**src/rtl/mem_arb_pkg.sv**
```systemverilog
// Shared types and constants for the data-memory arbiter.
package mem_arb_pkg;

  // Owner of the memory during the last cycle
  typedef enum logic [1:0] {
    IDLE,
    CORE,
    DMA,
    DMA_LOCK
  } arb_state_e;

  // Owner encoding for the current-cycle winner
  localparam logic [1:0] OWN_NONE = 2'd0;
  localparam logic [1:0] OWN_CORE = 2'd1;
  localparam logic [1:0] OWN_DMA  = 2'd2;

endpackage

```
**src/rtl/mem_arbiter_if.sv**
```systemverilog
// Bus bundle between the two requesters, the arbiter and the data RAM.
// slave: arbiter side; master: requesters + memory side.
interface mem_arbiter_if #(
  parameter int ADDR_W = 32,
  parameter int DATA_W = 32
);
  logic              core_req;
  logic              core_we;
  logic [ADDR_W-1:0] core_addr;
  logic [DATA_W-1:0] core_wdata;
  logic              core_gnt;
  logic              core_rvalid;
  logic [DATA_W-1:0] core_rdata;

  logic              dma_req;
  logic              dma_we;
  logic              dma_lock;
  logic [ADDR_W-1:0] dma_addr;
  logic [DATA_W-1:0] dma_wdata;
  logic              dma_gnt;
  logic              dma_rvalid;
  logic [DATA_W-1:0] dma_rdata;

  logic              mem_en;
  logic              mem_we;
  logic [ADDR_W-1:0] mem_addr;
  logic [DATA_W-1:0] mem_wdata;
  logic [DATA_W-1:0] mem_rdata;

  modport slave (
    input  core_req, core_we, core_addr, core_wdata,
    output core_gnt, core_rvalid, core_rdata,
    input  dma_req, dma_we, dma_lock, dma_addr, dma_wdata,
    output dma_gnt, dma_rvalid, dma_rdata,
    output mem_en, mem_we, mem_addr, mem_wdata,
    input  mem_rdata
  );

  modport master (
    output core_req, core_we, core_addr, core_wdata,
    input  core_gnt, core_rvalid, core_rdata,
    output dma_req, dma_we, dma_lock, dma_addr, dma_wdata,
    input  dma_gnt, dma_rvalid, dma_rdata,
    input  mem_en, mem_we, mem_addr, mem_wdata,
    output mem_rdata
  );
endinterface

```
**src/rtl/mem_arbiter.sv**
```systemverilog
// Two-requester arbiter sharing the single-port data RAM between the core
// data port and a DMA/accelerator port. Core has priority except during a
// locked DMA burst (capped at MAX_BURST beats) or a starvation-forced grant.
// Optional feature macro: MEM_ARB_STARVE_GUARD_EN (starvation guard).
module mem_arbiter
  import mem_arb_pkg::*;
#(
  parameter int ADDR_W     = 32,
  parameter int DATA_W     = 32,
  parameter int MAX_BURST  = 4,
  parameter int STARVE_LIM = 4
) (
  input  logic          clk,
  input  logic          reset,
  mem_arbiter_if.slave  bus
);

  localparam int BW = $clog2(MAX_BURST + 1);

  if (MAX_BURST < 1 || STARVE_LIM < 1) begin : g_cfg_err
    $error("mem_arbiter: MAX_BURST and STARVE_LIM must be >= 1");
  end

  arb_state_e    state, state_nxt;
  logic [BW-1:0] beat_cnt, beat_nxt;
  logic [1:0]    owner;
  logic          core_gnt, dma_gnt;
  logic          starve_hit;

`ifdef MEM_ARB_STARVE_GUARD_EN
  localparam int SW = $clog2(STARVE_LIM + 1);
  logic [SW-1:0] starve_cnt;

  // Count consecutive denied DMA cycles, saturating at the limit
  always_ff @(posedge clk or negedge reset) begin
    if (!reset)
      starve_cnt <= '0;
    else if (dma_gnt || !bus.dma_req)
      starve_cnt <= '0;
    else if (starve_cnt != SW'(STARVE_LIM))
      starve_cnt <= starve_cnt + SW'(1);
  end

  assign starve_hit = (starve_cnt == SW'(STARVE_LIM));
`else
  assign starve_hit = 1'b0;
`endif

  // Priority resolver; reset forces no winner
  always_comb begin
    owner = OWN_NONE;
    if (bus.dma_req && (state == DMA_LOCK || starve_hit))
      owner = OWN_DMA;
    else if (bus.core_req)
      owner = OWN_CORE;
    else if (bus.dma_req)
      owner = OWN_DMA;
    if (!reset)
      owner = OWN_NONE;
  end

  assign core_gnt     = (owner == OWN_CORE);
  assign dma_gnt      = (owner == OWN_DMA);
  assign bus.core_gnt = core_gnt;
  assign bus.dma_gnt  = dma_gnt;
  assign bus.mem_en   = core_gnt | dma_gnt;

  // Memory-side mux driven by the winner, zero when idle
  always_comb begin
    bus.mem_we    = 1'b0;
    bus.mem_addr  = '0;
    bus.mem_wdata = '0;
    case (owner)
      OWN_CORE: begin
        bus.mem_we    = bus.core_we;
        bus.mem_addr  = bus.core_addr;
        bus.mem_wdata = bus.core_wdata;
      end
      OWN_DMA: begin
        bus.mem_we    = bus.dma_we;
        bus.mem_addr  = bus.dma_addr;
        bus.mem_wdata = bus.dma_wdata;
      end
      default: ;
    endcase
  end

  // Next owner state and locked-burst beat count
  always_comb begin
    state_nxt = IDLE;
    beat_nxt  = '0;
    if (dma_gnt && bus.dma_lock &&
        ((32'(beat_cnt) + 32'd1) < 32'(MAX_BURST))) begin
      state_nxt = DMA_LOCK;
      beat_nxt  = beat_cnt + BW'(1);
    end else if (dma_gnt) begin
      state_nxt = DMA;
    end else if (core_gnt) begin
      state_nxt = CORE;
    end
  end

  // State and beat-count registers
  always_ff @(posedge clk or negedge reset) begin
    if (!reset) begin
      state    <= IDLE;
      beat_cnt <= '0;
    end else begin
      state    <= state_nxt;
      beat_cnt <= beat_nxt;
    end
  end

  // Read-return valids, one cycle after a read grant
  always_ff @(posedge clk or negedge reset) begin
    if (!reset) begin
      bus.core_rvalid <= 1'b0;
      bus.dma_rvalid  <= 1'b0;
    end else begin
      bus.core_rvalid <= core_gnt & ~bus.core_we;
      bus.dma_rvalid  <= dma_gnt & ~bus.dma_we;
    end
  end

  assign bus.core_rdata = bus.mem_rdata;
  assign bus.dma_rdata  = bus.mem_rdata;

endmodule

```
**src/flat_wrapper.sv**
```systemverilog
// flat-port wrapper written by rule: the top's interface ports become plain ports
module mem_arbiter_flat import mem_arb_pkg::*;
#(
  parameter int ADDR_W     = 32,
  parameter int DATA_W     = 32,
  parameter int MAX_BURST  = 4,
  parameter int STARVE_LIM = 4
)
  (clk, reset, bus_core_req, bus_core_we, bus_core_addr, bus_core_wdata, bus_core_gnt, bus_core_rvalid, bus_core_rdata, bus_dma_req, bus_dma_we, bus_dma_lock, bus_dma_addr, bus_dma_wdata, bus_dma_gnt, bus_dma_rvalid, bus_dma_rdata, bus_mem_en, bus_mem_we, bus_mem_addr, bus_mem_wdata, bus_mem_rdata);
  mem_arbiter_if #(.ADDR_W(ADDR_W), .DATA_W(DATA_W)) bus_i ();
  input  logic clk;
  input  logic reset;
  input wire logic [$bits(bus_i.core_req)-1:0] bus_core_req;
  input wire logic [$bits(bus_i.core_we)-1:0] bus_core_we;
  input wire logic [$bits(bus_i.core_addr)-1:0] bus_core_addr;
  input wire logic [$bits(bus_i.core_wdata)-1:0] bus_core_wdata;
  output wire logic [$bits(bus_i.core_gnt)-1:0] bus_core_gnt;
  output wire logic [$bits(bus_i.core_rvalid)-1:0] bus_core_rvalid;
  output wire logic [$bits(bus_i.core_rdata)-1:0] bus_core_rdata;
  input wire logic [$bits(bus_i.dma_req)-1:0] bus_dma_req;
  input wire logic [$bits(bus_i.dma_we)-1:0] bus_dma_we;
  input wire logic [$bits(bus_i.dma_lock)-1:0] bus_dma_lock;
  input wire logic [$bits(bus_i.dma_addr)-1:0] bus_dma_addr;
  input wire logic [$bits(bus_i.dma_wdata)-1:0] bus_dma_wdata;
  output wire logic [$bits(bus_i.dma_gnt)-1:0] bus_dma_gnt;
  output wire logic [$bits(bus_i.dma_rvalid)-1:0] bus_dma_rvalid;
  output wire logic [$bits(bus_i.dma_rdata)-1:0] bus_dma_rdata;
  output wire logic [$bits(bus_i.mem_en)-1:0] bus_mem_en;
  output wire logic [$bits(bus_i.mem_we)-1:0] bus_mem_we;
  output wire logic [$bits(bus_i.mem_addr)-1:0] bus_mem_addr;
  output wire logic [$bits(bus_i.mem_wdata)-1:0] bus_mem_wdata;
  input wire logic [$bits(bus_i.mem_rdata)-1:0] bus_mem_rdata;
  assign bus_i.core_req = bus_core_req;
  assign bus_i.core_we = bus_core_we;
  assign bus_i.core_addr = bus_core_addr;
  assign bus_i.core_wdata = bus_core_wdata;
  assign bus_core_gnt = bus_i.core_gnt;
  assign bus_core_rvalid = bus_i.core_rvalid;
  assign bus_core_rdata = bus_i.core_rdata;
  assign bus_i.dma_req = bus_dma_req;
  assign bus_i.dma_we = bus_dma_we;
  assign bus_i.dma_lock = bus_dma_lock;
  assign bus_i.dma_addr = bus_dma_addr;
  assign bus_i.dma_wdata = bus_dma_wdata;
  assign bus_dma_gnt = bus_i.dma_gnt;
  assign bus_dma_rvalid = bus_i.dma_rvalid;
  assign bus_dma_rdata = bus_i.dma_rdata;
  assign bus_mem_en = bus_i.mem_en;
  assign bus_mem_we = bus_i.mem_we;
  assign bus_mem_addr = bus_i.mem_addr;
  assign bus_mem_wdata = bus_i.mem_wdata;
  assign bus_i.mem_rdata = bus_mem_rdata;
  mem_arbiter #(.ADDR_W(ADDR_W), .DATA_W(DATA_W), .MAX_BURST(MAX_BURST), .STARVE_LIM(STARVE_LIM)) u_core (.clk(clk), .reset(reset), .bus(bus_i));
endmodule
```
**config.mk**
```make
export PLATFORM = sky130hd
export DESIGN_NAME = mem_arbiter_flat
export DESIGN_NICKNAME = d
export VERILOG_FILES = /design/src/rtl/mem_arb_pkg.sv /design/src/rtl/mem_arbiter_if.sv /design/src/rtl/mem_arbiter.sv /design/src/flat_wrapper.sv
export SDC_FILE = /design/constraint.sdc
export NUM_CORES = 1
export LEC_CHECK = 0
export ABC_AREA = 1
export CORE_AREA = 4 4 116 118
export CTS_CLUSTER_SIZE = 16
export DETAILED_ROUTE_END_ITERATION = 8
export DIE_AREA = 0 0 120 122
export GPL_TIMING_DRIVEN = 0
export PLACE_DENSITY_LB_ADDON = 0.15
export SLEW_MARGIN = 10
export SYNTH_ARGS = -nofsm -noshare
export SYNTH_HDL_FRONTEND = slang
export SYNTH_SLANG_ARGS = --single-unit
export TNS_END_PERCENT = 1
```
**constraint.sdc**
```tcl
create_clock -name clk -period 3.3 [get_ports clk]
set_input_delay 0.495 -clock clk [delete_from_list [all_inputs] [get_ports clk]]
set_output_delay 0.495 -clock clk [all_outputs]
set_load 0.02 [all_outputs]
```
==> results_dict.tcl <==
set metrics [dict create \
    critical_path_class "primary input to output port" \
    drive_above_1_share_pct 15.3 \
    initial_core_util_pct 14.0 \
    cts_sinks 7 \
    drt-vias-per-instance 3.80 \
    place.gp.congestion 0.739 \
    cts_tree "done" \
    dp.cells 758 \
    netlist.area_leader.share_pct 30.0 \
    overflow 0 \
    worstSetupStartpointType "primary input" \
    cpPeakStageDelay_ns 0.63 \
    peakVddDrop_uv 141 \
    post-place-ws_ns -0.348 \
    pwr-share-seq_pct 10.7 \
    slew_viol_final 0 \
    wl_per_cell_um 14.0 \
    worst_slack_ns 0.168 \
    cts_buffer_depth 2 \
    final_nets 763 \
    multi_input_area_um2 945 \
    yosys_warnings 0 \
    dr.pass1.iters 4 \
    netlist_area_um2 1750 \
    routed-via-count 2892 \
    fmax_mhz 319 \
    crit_required_ns 2.80 \
    avgSynthCellArea_um2 5.50 \
    ctsHoldBuffers 0 \
    critPathSlowestCell "clkdlybuf4s50_1" \
    drcViolationCount 0 \
    synth_fp_nets 490 \
    critPathArrivalTime_ns 2.64 \
    yosys.cell_types.count 12 \
    hold_class "primary input to asynchronous set/reset pin" \
    netlist_instances 318 \
    numPortBuffers 268 \
    setup_violations 0 \
    p_sw_mw 0.274 \
    period_share_pct 94.9 \
    ff_latch_area_um2 175 \
    grt_max_degree 11 \
    grt_pass1_vias 2981 \
    crit_fanout 10 \
    final_cell_mix "204 x clkdlybuf4s50_1, 138 x nand2_1, 72 x buf_4, 66 x a21oi_1, 56 x dlygate4sd2_1" \
    hold_viol 0 \
    wl_um 10600 \
    nFillCells 1359 \
    tns_ns 0 \
    fin_worst_skew_ns 0.00225 \
    p_comb_share_pct 64.8 \
    crit_chain "clkdlybuf4s50_1, nand3_1, nand2_1, nand3_1, inv_1, ha_1, clkbuf_2, a21oi_1, clkdlybuf4s50_1" \
    critPathTopFamily "buffers and inverters" \
    rows 41 \
    p_leak_nw 2.23 \
    diodes 0 \
    crit_buf_inv 4 \
    grt_pass1_wl_um 15100 \
    post-route-min-period_ns 3.13 \
    yosysTopAreaCell "buf_4" \
    netlist_top_cells_area "buf_4 30%, nand2_1 30%, a21oi_1 19%" \
    area_growth_pct 168 \
    htree_levels 1 \
    cts_resized 59 \
    cts_buffers 3 \
    power_mw 0.840 \
    rsz0062_at_grt "no" \
    p_clk_share_pct 24.5 \
    status "completed" \
    insertion_delay_ns 0.23 \
    end_kind "output port" \
    ys_seq_elements 7 \
    final_common_cell "clkdlybuf4s50_1" \
    fp.dieH_um 122 \
    swShare_pct 32.6 \
    grt_usage_pct 12.8 \
    clkTransAtPathRegs_ns 0.04 \
    cts_setup_buffers 0 \
    ant_nets 0 \
    powerDensity_nw_per_um2 179 \
    synth_seq_area_share_pct 10.0 \
    ios 301 \
    coreArea_um2 12500 \
    hpwl_um 9110 \
    dieArea_um2 14600 \
    worst_hold_slack_ns 0.285 \
    drt_iter0_drc 79 \
    cap_violations 0 \
    fin_cells 762 \
    p_int_mw 0.566 \
    ctsRootBufferMaster "clkbuf_16" \
    antenna_found_initial 0 \
    die_w_um 120 \
]
-- synthesized netlist by cell type, drive strengths merged --
cell / number
conb: 1
nor2: 4
ha: 5
inv: 9
clkbuf: 3
buf: 82
a21oi: 66
nand3: 3
nand2: 138
dfrtp: 7
-- worst paths after layout --
check / to / slack (ns) / cells past startpoint / startpoint
max: bus_mem_wdata[17] / 0.17 / 9 / bus_dma_req
min: u_core.bus.dma_rvalid$_DFF_PN0_ / 0.28 / 1 / reset
min in group clk: u_core.beat_cnt[0]$_DFF_PN0_ / 0.48 / 1 / u_core.beat_cnt[0]$_DFF_PN0_
max in group asynchronous: u_core.beat_cnt[0]$_DFF_PN0_ / 2.74 / 1 / reset
max reg2reg: u_core.bus.core_rvalid$_DFF_PN0_ / 1.78 / 8 / u_core.state[1]$_DFF_PN0_
min reg2reg: u_core.beat_cnt[0]$_DFF_PN0_ / 0.48 / 1 / u_core.beat_cnt[0]$_DFF_PN0_
-- cell type report --
| class | instances | share of cell area (%) |
|---|---|---|
| Buffer | 85 | 13.0 |
| Timing Repair Buffer | 268 | 56.1 |
| Clock buffer | 4 | 1.68 |
| Sequential cell | 7 | 3.74 |
| Inverter | 9 | 0.720 |
| Tap cell | 172 | 4.59 |
| Multi-Input combinational cell | 217 | 20.1 |
-- registers in the layout, summed over array words and instances, names as in the netlist --
name                    flops
u_core.bus.core_rvalid      1
u_core.state                2
u_core.bus.dma_rvalid       1
u_core.beat_cnt             3
-- logic make-up after synthesis --
logic type | count (synthesis) | share of synthesized area, %
compound gates | 66 | 18.9
fa+ha+maj | 5 | 3.57
buf+inv | 94 | 36.0
flops | 7 | 10.0
other cells | 1 | 0.214
simple gates | 145 | 31.3
-- routing by layer --
layer | track usage (%) | routed length (µm) | vias up
li1 | - | - | 1476
met1 | 13.2 | 3860 | 1248
met2 | 25.7 | 5690 | 166
met3 | 4.09 | 1050 | 2
met4 | 1.29 | 31 | 0
met5 | 0 | 0 | -
-- worst reg2reg max path, stage by stage (launching register included) --
cell and delay [ns]:
dfrtp_1 0.35, nand3_1 0.10, nand3_1 0.12, inv_1 0.12
ha_1 0.23, buf_4 0.21, buf_4 0.20, inv_2 0.04
nor2_1 0.08
-- through the flow --
step                utilization, %  area, µm²
floorplan                        -       1750
global placement              37.3       4650
detailed placement            37.3       4650
CTS                           37.4       4660
global route                  37.6       4690
finish                        37.6       4690
-- power by group through the flow --
stage	Combinational (mW)	Clock, mW	Sequential [mW]
finish	0.544	0.205	0.0902
global route	0.580	0.214	0.0904
CTS	0.553	0.208	0.0902
detailed placement	0.566	0	0.0913
global placement	0.563	0	0.0913
floorplan	0.236	0	0.0922
(Power assumes the default switching activity.)
